[config.mk]
export PLATFORM = sky130hd
export DESIGN_NAME = sr_reg_bank
export DESIGN_NICKNAME = d
export VERILOG_FILES = /design/src/rtl/sr_reg_bank.sv
export SDC_FILE = /design/constraint.sdc
export NUM_CORES = 1
export LEC_CHECK = 0
export CORE_MARGIN = 10
export CORE_UTILIZATION = 47
export CTS_CLUSTER_SIZE = 10
export DETAILED_ROUTE_END_ITERATION = 6
export PLACE_DENSITY_LB_ADDON = 0.2
export SKIP_LAST_GASP = 1
export SLEW_MARGIN = 20
export SYNTH_ARGS = -nofsm -noshare
export SYNTH_HDL_FRONTEND = slang
export SYNTH_SLANG_ARGS = --single-unit
[constraint.sdc]
create_clock -name clk -period 2.6 [get_ports clk]
set_input_delay 0.39 -clock clk [delete_from_list [all_inputs] [get_ports clk]]
set_output_delay 0.39 -clock clk [all_outputs]
set_load 0.02 [all_outputs]
[src/rtl/sr_reg_bank.sv]
// sr_reg_bank: bank of WIDTH independent SR (or JK) storage channels with sticky per-channel
// invalid-input flags and a saturating count of cycles containing at least one invalid input.
//
// Parameters
//   WIDTH      number of channels (1..32)
//   MODE       0: SR behaviour, 1: JK behaviour (S=R=1 toggles, never invalid)
//   INV_POLICY SR-mode S=R=1 resolution: 0 hold, 1 set, 2 reset, 3 force Q=0 and Qbar=0
//   CNT_W      width of the invalid-cycle counter
//
// Ports
//   clk      rising-edge clock
//   reset    synchronous active-low reset
//   en       update enable; all state holds while low (err_clr included)
//   S, R     per-channel set / reset requests
//   err_clr  clears err and inv_cnt (a same-edge invalid event is still recorded)
//   Q        per-channel registered state
//   Qbar     ~Q, except 0 on channels held in the forced-low state
//   err      per-channel sticky invalid flag
//   inv_cnt  saturating count of enabled edges with at least one invalid channel
module sr_reg_bank #(
  parameter int unsigned WIDTH      = 4,
  parameter int unsigned MODE       = 0,
  parameter int unsigned INV_POLICY = 0,
  parameter int unsigned CNT_W      = 8
) (
  input  logic             clk,
  input  logic             reset,
  input  logic             en,
  input  logic [WIDTH-1:0] S,
  input  logic [WIDTH-1:0] R,
  input  logic             err_clr,
  output logic [WIDTH-1:0] Q,
  output logic [WIDTH-1:0] Qbar,
  output logic [WIDTH-1:0] err,
  output logic [CNT_W-1:0] inv_cnt
);

  localparam bit JkMode = (MODE == 1);

  logic [WIDTH-1:0] q_q, q_d;
  // Channels currently in the INV_POLICY=3 state where both Q and Qbar are low.
  logic [WIDTH-1:0] forced_q, forced_d;
  logic [WIDTH-1:0] err_q, err_d;
  logic [CNT_W-1:0] cnt_q, cnt_d;
  logic [WIDTH-1:0] inv_vec;
  logic             any_inv;

  always_comb begin
    q_d      = q_q;
    forced_d = forced_q;
    err_d    = err_q;
    cnt_d    = cnt_q;
    inv_vec  = '0;
    any_inv  = 1'b0;

    if (en) begin
      for (int i = 0; i < int'(WIDTH); i++) begin
        unique case ({S[i], R[i]})
          2'b10: begin
            q_d[i]      = 1'b1;
            forced_d[i] = 1'b0;
          end
          2'b01: begin
            q_d[i]      = 1'b0;
            forced_d[i] = 1'b0;
          end
          2'b11: begin
            if (JkMode) begin
              q_d[i]      = ~q_q[i];
              forced_d[i] = 1'b0;
            end else begin
              inv_vec[i] = 1'b1;
              unique case (INV_POLICY)
                1: begin
                  q_d[i]      = 1'b1;
                  forced_d[i] = 1'b0;
                end
                2: begin
                  q_d[i]      = 1'b0;
                  forced_d[i] = 1'b0;
                end
                3: begin
                  q_d[i]      = 1'b0;
                  forced_d[i] = 1'b1;
                end
                default: ; // hold, including any existing forced state
              endcase
            end
          end
          default: ; // S=R=0 holds, forced state included
        endcase
      end

      any_inv = |inv_vec;

      if (err_clr) begin
        // Clear wins over history but not over an invalid event on this same edge.
        err_d = inv_vec;
        cnt_d = any_inv ? CNT_W'(1) : '0;
      end else begin
        err_d = err_q | inv_vec;
        if (any_inv && (cnt_q != {CNT_W{1'b1}})) begin
          cnt_d = cnt_q + CNT_W'(1);
        end
      end
    end
  end

  always_ff @(posedge clk) begin
    if (!reset) begin
      q_q      <= '0;
      forced_q <= '0;
      err_q    <= '0;
      cnt_q    <= '0;
    end else begin
      q_q      <= q_d;
      forced_q <= forced_d;
      err_q    <= err_d;
      cnt_q    <= cnt_d;
    end
  end

  assign Q       = q_q;
  assign Qbar    = ~q_q & ~forced_q;
  assign err     = err_q;
  assign inv_cnt = cnt_q;

endmodule

==> results of run 1 <==
logic make-up after synthesis:
group	Yosys count	share of synthesized area, %
buffers and inverters	12	4.81
flip-flops	16	34.2
adder cells (fa/ha/maj)	9	12.0
AO/OA/AOI/OAI	28	25.9
AND/OR/NAND/NOR	38	23.1
placed cells by master, fill, tap and decap left out:
master and n:
dfxtp_1 16, o32ai_1 1, clkdlybuf4s50_1 31, nand2_1 14, a31oi_1 2, a311oi_1 1
nand3b_1 2, inv_1 9, and4b_1 1, ha_1 9, nor2_1 2, o21ai_0 1
o21a_1 5, a41o_1 1, o21ai_1 1, a22oi_1 4, buf_4 3, o211a_1 5
nand3_1 2, nand4_1 3, and4_1 1, nor2b_1 9, nor4_4 1, o21bai_1 1
a41oi_4 1, o211ai_1 1, clkbuf_4 3, o311a_2 1, nor4_1 1, nor3_1 2
a21oi_1 2, o2111a_1 1
power groups by stage:
stage | combinational (uW) | clock, uW | sequential [uW]
finish | 133 | 129 | 264
global route | 144 | 141 | 266
floorplan | 55.7 | 0 | 281
CTS | 134 | 135 | 264
global placement | 131 | 0 | 269
detailed placement | 133 | 0 | 270
layout make-up:
| cell class | count | area, um2 | share of cell area [%] |
|---|---|---|---|
| tap | 27 | 33.8 | 2.57 |
| timing repair buffer | 34 | 333 | 25.3 |
| multi-input combinational | 75 | 572 | 43.5 |
| inverter | 9 | 33.8 | 2.57 |
| clock buffer | 3 | 22.5 | 1.71 |
| sequential | 16 | 320 | 24.4 |
sequential cells by signal (all words and copies together) (netlist names):
signal and flops:
Q 4, err 4, inv_cnt 8
through the flow:
stage | utilization (%) | total power [uW] | cell area (um2) | hold slack (ps) | setup WS [ps]
after floorplan | - | 336 | 937 | 564 | 871
final | 68.4 | 526 | 1320 | 531 | 746
after CTS | 68.4 | 533 | 1320 | 538 | 739
after detailed placement | 67.3 | 403 | 1290 | 516 | 475
after global routing | 68.4 | 551 | 1320 | 562 | 695
after global placement | 67.3 | 400 | 1290 | 489 | 516
worst min path at each step:
stage	startpoint	slack (ps)	to	cells after the start
4_1_cts	Q[1]$_SDFFE_PN0P_	540	Q[1]$_SDFFE_PN0P_	1
2_1_floorplan	inv_cnt[4]$_SDFFE_PN0P_	560	inv_cnt[4]$_SDFFE_PN0P_	1
6_report	Q[1]$_SDFFE_PN0P_	530	Q[1]$_SDFFE_PN0P_	1
3_5_place_dp	Q[1]$_SDFFE_PN0P_	520	Q[1]$_SDFFE_PN0P_	1
3_3_place_gp	inv_cnt[4]$_SDFFE_PN0P_	490	inv_cnt[4]$_SDFFE_PN0P_	1
5_1_grt	Q[1]$_SDFFE_PN0P_	560	Q[1]$_SDFFE_PN0P_	1
metal layers:
metal	routed length [um]	part of all wire (%)
met4	20	0.82
met3	233	9.6
met2	1210	50
met5	0	0
met1	970	40
worst max-delay path: stages:
cell and delay (ps):
clkdlybuf4s50_1 440, ha_1 260, nor4_4 350, a41oi_4 110
o2111a_1 290, o211a_1 200
==> flow_metrics.tcl, run 1 <==
set metrics [dict create \
    status "finished clean" \
    p_sw_share_pct 28.5 \
    grt_pass1_wl_um 4190 \
    power.switching_uw 150 \
    vias 922 \
    track_usage_pct 11.9 \
    syn_inst 103 \
    gp_congestion 0.895 \
    drt_iter0_drc 38 \
    seq_power_share_pct 50.2 \
    start_kind "input pin" \
    syn_nets 124 \
    ir_drop_mv 0.221 \
    yosysTopAreaCellShare_pct 34.2 \
    syn_avg_cell_area_um2 9.10 \
    power_leakage_uw 0.000546 \
    dp_cells 161 \
    cts_tree "built" \
    path_class "input pin to flip-flop" \
    endpoint_kind "flip-flop" \
    grt_use_met2_pct 20.4 \
    drv_cap 0 \
    synth_seq_cells 16 \
    numCtsBuffers 3 \
    busiest_layer "met2" \
    start_util_pct 48.8 \
    required_ps 2780 \
    yosysSeqAreaShare_pct 34.2 \
    crit_arrival_ps 2040 \
    final_cells 164 \
    antenna_found_initial 0 \
    finalCritPeriodShare_pct 71.3 \
    worst-r2r-cell-count 5 \
    nets 160 \
    die_w_um 64.7 \
    overflow 0 \
    routedWlPerCell_um 14.9 \
    fmax_mhz 539 \
    dp_hpwl_um 1970 \
    path_clk_slew_ps 90 \
    port_buffers 31 \
    std_cell_rows 16 \
    postCtsSetupBuffers 0 \
    fp.dieH_um 64.7 \
    power_frac_clock_pct 24.6 \
    powerDensity_mw_per_mm2 400 \
    netlist_area_um2 937 \
    vias_per_cell 5.62 \
    synth-main-ff-cell "dfxtp_1" \
    use_met3_pct 4.47 \
    finalSetupViolCount 0 \
    power.share.combinational_pct 25.2 \
    crit_end "inv_cnt[6]$_SDFFE_PN0P_" \
    ios 32 \
    wirelength_um 2440 \
    rrSetupSlack_ps 800 \
    htreeDepth 1 \
    internal_power_uw 376 \
    worstPathMaxFanout 8 \
    synth.top_cells.by_area "dfxtp_1 (34%), ha_1 (12%), nor2b_1 (6.0%)" \
    yosysUniqueCellTypes 30 \
    dieArea_mm2 0.00418 \
    async_reset_ff_share_pct 0 \
    antenna_left 0 \
    worstMarginPinSlew_ps 442 \
    synth_edf_count 0 \
    clock_path_buffers 2 \
    fp.coreArea_mm2 0.00192 \
    syn2layout_area_growth_pct 40.3 \
    worstHoldPathType "flip-flop to flip-flop" \
    grt_pass1_vias 941 \
    nFillCells 156 \
    firstDrtPassIters 4 \
    yosysTopAreaCell "dfxtp_1" \
    r2r-end "inv_cnt[6]$_SDFFE_PN0P_" \
    grtUsageMet1_pct 12.8 \
    slew_headroom_pct 70.3 \
    cts_root_buf "clkbuf_4" \
    grt_max_degree 12 \
    crit_start "R[1]" \
    layout_min_cycle_time_ps 1850 \
    rsz0062_at_grt "no" \
    yosysMostFrequentCell "dfxtp_1" \
    hold_viol 0 \
    timing.rr.start "inv_cnt[0]$_SDFFE_PN0P_" \
    postCtsHoldBufs 0 \
    yosysWarnings 0 \
    worstSkewPairLatency_ps 280 \
    slew_violations 0 \
    drive_above_1_share_pct 6.57 \
    n_antenna_cell 0 \
    finClkSkew_ps 1.98 \
    cts_resized 0 \
    tns_ps 0 \
    drc_errors 0 \
    netlist_top_cells_count "dfxtp_1 (16), nand2_1 (14), ha_1 (9), inv_1 (9), nor2b_1 (9)" \
    cts.sinks 16 \
]
No activity file was read; power rests on OpenSTA's default activity.
==> inputs of run 2 (changes only) <==
- CORE_UTILIZATION: 47 -> 40
- clock period: 2.6 -> 1.6 ns (I/O delays scaled with it)
==> run 2 against run 1 <==
Net effect: wire length increased by 10%; first-iteration DRC count decreased by 47%; die area increased by 12%; global-route usage rose by 0.30 points; hold slack worse by 51 ps; power up 79%; utilization is 1.7 points lower.
==> flow_metrics.tcl, run 2 (same netlist as run 1, synthesis figures left out) <==
set metrics [dict create \
    status "finished clean" \
    rsz0062_at_grt "yes" \
    grt_pass1_wl_um 4440 \
    wirelength_um 2690 \
    slew_violations 0 \
    path_clk_slew_ps 100 \
    start_kind "input pin" \
    crit_arrival_ps 1760 \
    drive_above_1_share_pct 22.1 \
    start_util_pct 42.4 \
    final_util_pct 66.7 \
    grt_max_degree 16 \
    firstDrtPassIters 4 \
    drt_iter0_drc 20 \
    std_cell_rows 17 \
    layout_min_cycle_time_ps 1560 \
    endpoint_kind "flip-flop" \
    internal_power_uw 679 \
    routedWlPerCell_um 14.8 \
    critical-path-max-stage-delay_ps 500 \
    largest_reg_flops 8 \
    power_leakage_uw 0.000686 \
    path_class "input pin to flip-flop" \
    whs_ps 480 \
    clock_path_buffers 2 \
    power_frac_clock_pct 29.2 \
    drc_errors 0 \
    overflow 0 \
    setup_ws_ps 37.3 \
    multi_input_area_um2 601 \
    port_buffers 31 \
    antenna_found_initial 0 \
    die_w_um 68.4 \
    fp.coreArea_mm2 0.00221 \
    dieArea_mm2 0.00468 \
    required_ps 1790 \
    vias_per_cell 5.38 \
    fp.dieH_um 68.4 \
    nets 176 \
    cts_tree "built" \
    fmax_mhz 640 \
    dp_slack_ps -371 \
    crit_family "buffers and inverters" \
    cts_root_buf "clkbuf_4" \
    dp_hpwl_um 2120 \
    track_usage_pct 12.2 \
    power.share.combinational_pct 25.7 \
    worst-path-buf-inv 2 \
    ios 32 \
    powerDensity_mw_per_mm2 640 \
    ir_drop_mv 0.486 \
    finalCritPeriodShare_pct 97.7 \
    worstPathMaxFanout 6 \
    cpMaxStageDelayCell "clkdlybuf4s50_1" \
    final_common_cell "buf_4" \
    antenna_left 0 \
    slew_headroom_pct 72.7 \
    syn2layout_area_growth_pct 57.4 \
    hold_viol 0 \
    drv_cap 0 \
    grt_pass1_vias 966 \
    p_total_uw 944 \
    htreeDepth 1 \
    worstSkewPairLatency_ps 290 \
    layout_common_cells "buf_4 (19), clkdlybuf4s50_1 (18), dfxtp_1 (14), nand2_1 (14), dlygate4sd2_1 (11)" \
    finClkSkew_ps 1.95 \
    worstPathCellList "clkdlybuf4s50_1, ha_2, nor4_4, buf_4, o311a_2, o21a_1" \
    worstHoldPathType "input pin to flip-flop" \
    nFillCells 205 \
    n_antenna_cell 0 \
    finalSetupViolCount 0 \
    vias 979 \
    seq_area_um2 325 \
    cts.sinks 16 \
    power.switching_uw 265 \
    worstMarginPinSlew_ps 407 \
    gp_congestion 0.889 \
    numCtsBuffers 3 \
    seq_power_share_pct 45.1 \
    p_sw_share_pct 28.1 \
]
[run 2: cell count changes in the layout (fill, tap and decap cells not counted), moves of 2 or more]
cell,delta
clkdlybuf4s50_1,-13
dlymetal6s2s_1,+2
buf_4,+16
ha_1,-5
ha_2,+4
dfxtp_1,-2
dlygate4sd2_1,+11
[run 2: power by group through the flow]
| stage | combinational (uW) | clock, uW | sequential, uW |
|---|---|---|---|
| finish | 243 | 275 | 426 |
| global route | 266 | 296 | 428 |
| CTS | 242 | 282 | 426 |
| detailed placement | 244 | 0 | 435 |
| global placement | 241 | 0 | 434 |
| floorplan | 90.4 | 0 | 456 |
[run 2: per-layer routing]
layer	wire [um]	GRT usage, %	up-vias
met5	0	0	-
met4	59	5.78	0
met3	201	3.75	10
met2	1300	19.6	35
met1	1130	14.3	452
li1	-	-	482
[run 2: path summary, 6_finish.rpt]
path,startpoint,endpoint,slack (ps),depth (start not counted)
hold / removal,R[0],err[0]$_SDFFE_PN0P_,480,4
setup / recovery,R[2],inv_cnt[2]$_SDFFE_PN0P_,40,6
setup reg to reg,inv_cnt[0]$_SDFFE_PN0P_,inv_cnt[6]$_SDFFE_PN0P_,70,5
hold reg to reg,err[3]$_SDFFE_PN0P_,err[3]$_SDFFE_PN0P_,530,2
[run 2: through the flow]
step | TNS, ps | cells | area, um2
global route | -2.61 | 182 | 1480
floorplan | 0 | 103 | 942
global placement | -1950 | 178 | 1420
CTS | 0 | 182 | 1450
finish | 0 | 182 | 1480
detailed placement | -2300 | 178 | 1420
[run 2: area by class of cell]
type / count / share of cell area, %
Sequential cell: 16 / 22.1
Tap cell: 28 / 2.37
Multi-Input combinational cell: 75 / 40.7
Clock buffer: 4 / 2.46
Timing Repair Buffer: 50 / 30.1
Inverter: 9 / 2.29
[run 2: worst reg2reg max path, cell delays in order (launching register included)]
cell and delay (ps):
dfxtp_4 360, ha_2 180, and4_1 260, a41oi_4 170
o2111a_1 280, o211a_1 200
[run 2: repair_timing]
item                                    4_1_cts  5_1_grt
gates resized for setup                      14        7
buffers inserted                              0        0
endpoints found under the setup margin       11        3
pin swaps                                     5        3
cloned                                        0        0
hold buffers                                  0        0
==> inputs of run 3 (changes only) <==
- CORE_UTILIZATION: 40 -> 44
- clock period: 1.6 -> 1.55 ns (I/O delays scaled with it)
==> run 3 against run 2 <==
Net effect: clock power is 8.4% higher; clock skew is 3.7 ps higher; die area is 6.5% lower; utilization is 10 points higher; hold slack worse by 39 ps; sequential share of layout area is 0.82 points lower; non-clock buffer count is 3 higher; flip-flop and latch count stayed put; combinational power is 9.5% higher.
==> flow_metrics.tcl, run 3 (same netlist as run 1, synthesis figures left out) <==
set metrics [dict create \
    status "finished clean" \
    critical-path-max-stage-delay_ps 490 \
    powerDensity_mw_per_mm2 650 \
    path_clk_slew_ps 100 \
    vias_per_cell 5.39 \
    layout_common_cells "buf_4 (21), dfxtp_1 (14), nand2_1 (14)" \
    final_common_cell "buf_4" \
    ir_drop_mv 0.687 \
    worstHoldPathType "input pin to flip-flop" \
    dp_cells 177 \
    drc_errors 0 \
    fmax_mhz 662 \
    multi_input_area_um2 614 \
    n_antenna_cell 0 \
    cts_root_buf "clkbuf_4" \
    finalSetupViolCount 0 \
    start_util_pct 46.8 \
    nets 179 \
    hold_viol 0 \
    cts.sinks 16 \
    power_leakage_uw 0.000795 \
    fp.dieH_um 66.2 \
    crit_arrival_ps 1720 \
    grt_max_degree 13 \
    worst-path-buf-inv 2 \
    postCtsHoldBufs 0 \
    required_ps 1760 \
    worstPathMaxFanout 6 \
    clock_path_buffers 2 \
    largest_reg_flops 8 \
    track_usage_pct 12.9 \
    overflow 0 \
    finClkSkew_ps 5.70 \
    ios 32 \
    worstSkewPairLatency_ps 300 \
    drt_iter0_drc 36 \
    htreeDepth 1 \
    syn2layout_area_growth_pct 64.8 \
    firstDrtPassIters 4 \
    nFillCells 161 \
    slew_violations 0 \
    grt_pass1_wl_um 4590 \
    path_class "input pin to flip-flop" \
    rsz0062_at_grt "yes" \
    numCtsBuffers 3 \
    setup_ws_ps 40.3 \
    drv_cap 0 \
    worstMarginPinSlew_ps 358 \
    cpMaxStageDelayCell "clkdlybuf4s50_1" \
    port_buffers 31 \
    layout_min_cycle_time_ps 1510 \
    slew_headroom_pct 75.9 \
    drive_above_1_share_pct 24.2 \
    endpoint_kind "flip-flop" \
    std_cell_rows 16 \
    seq_area_um2 328 \
    dp_hpwl_um 2180 \
    fp.coreArea_mm2 0.00200 \
    rrSetupSlack_ps 90 \
    antenna_left 0 \
    dp_slack_ps -358 \
    worstPathCellList "clkdlybuf4s50_1, ha_2, nor4_4, buf_4, o311a_2, o21a_1" \
    die_w_um 66.2 \
    crit_family "buffers and inverters" \
    gp_congestion 0.859 \
    grt_pass1_vias 956 \
    wirelength_um 2890 \
    vias 992 \
    finalCritPeriodShare_pct 97.4 \
    final_cells 184 \
    tns_ps 0 \
    routedWlPerCell_um 15.7 \
    antenna_found_initial 0 \
    cts_tree "built" \
    start_kind "input pin" \
    dieArea_mm2 0.00438 \
]
[run 3: cell types whose count changed in the layout (fill, tap and decap cells not counted), sizes merged]
cell           previous run  this run
dlygate4sd2              11         9
clkdlybuf4s50            18        10
dlymetal6s2s              2        12
buf                      19        22
[run 3: worst register-to-register path: stages (launching register included)]
cell and delay, ps:
dfxtp_1 490, and4_4 300, a41oi_4 130, o2111a_1 260
o211a_1 190
[run 3: path summary, 6_finish.rpt]
kind	start	endpoint	depth (start not counted)
worst max-delay path	R[2]	inv_cnt[2]$_SDFFE_PN0P_	6
worst min-delay path	S[3]	Q[3]$_SDFFE_PN0P_	5
worst max register to register	inv_cnt[2]$_SDFFE_PN0P_	inv_cnt[6]$_SDFFE_PN0P_	4
worst min register to register	err[2]$_SDFFE_PN0P_	err[2]$_SDFFE_PN0P_	2
[run 3: cell type report]
| class | instances | area share, % |
|---|---|---|
| well taps | 27 | 2.19 |
| clock buffers | 4 | 2.35 |
| inverters | 9 | 2.19 |
| multi-input cells | 75 | 39.8 |
| repair buffers | 53 | 32.3 |
| flip-flops and latches | 16 | 21.2 |
[run 3: repair_timing]
| action | CTS | global route |
|---|---|---|
| endpoints found under the setup margin | 12 | 15 |
| cloned | 0 | 0 |
| gates resized for setup | 12 | 16 |
| pin swaps | 2 | 4 |
| buffers inserted | 1 | 2 |
[run 3: where the power goes]
| group | switching, uW | internal, uW |
|---|---|---|
| sequential | 12.5 | 427 |
| combinational | 128 | 138 |
| clock | 154 | 143 |
| total | 295 | 708 |
[run 3: per-layer routing]
metal | vias up | global-route usage [%] | part of all wire, %
met3 | 2 | 4.58 | 7.3
met5 | - | 0 | 0
met1 | 472 | 16.5 | 44
met4 | 0 | 3.14 | 0.73
met2 | 32 | 19.9 | 48
li1 | 486 | - | -
[run 3: through the flow]
step / util [%] / total power [uW] / area [um2] / hold WS (ps)
CTS: 73.9 / 1010 / 1480 / 534
floorplan: - / 566 / 962 / 431
global route: 77.1 / 1050 / 1540 / 479
detailed placement: 71.8 / 706 / 1440 / 505
global placement: 71.8 / 700 / 1440 / 500
finish: 77.1 / 1000 / 1540 / 440
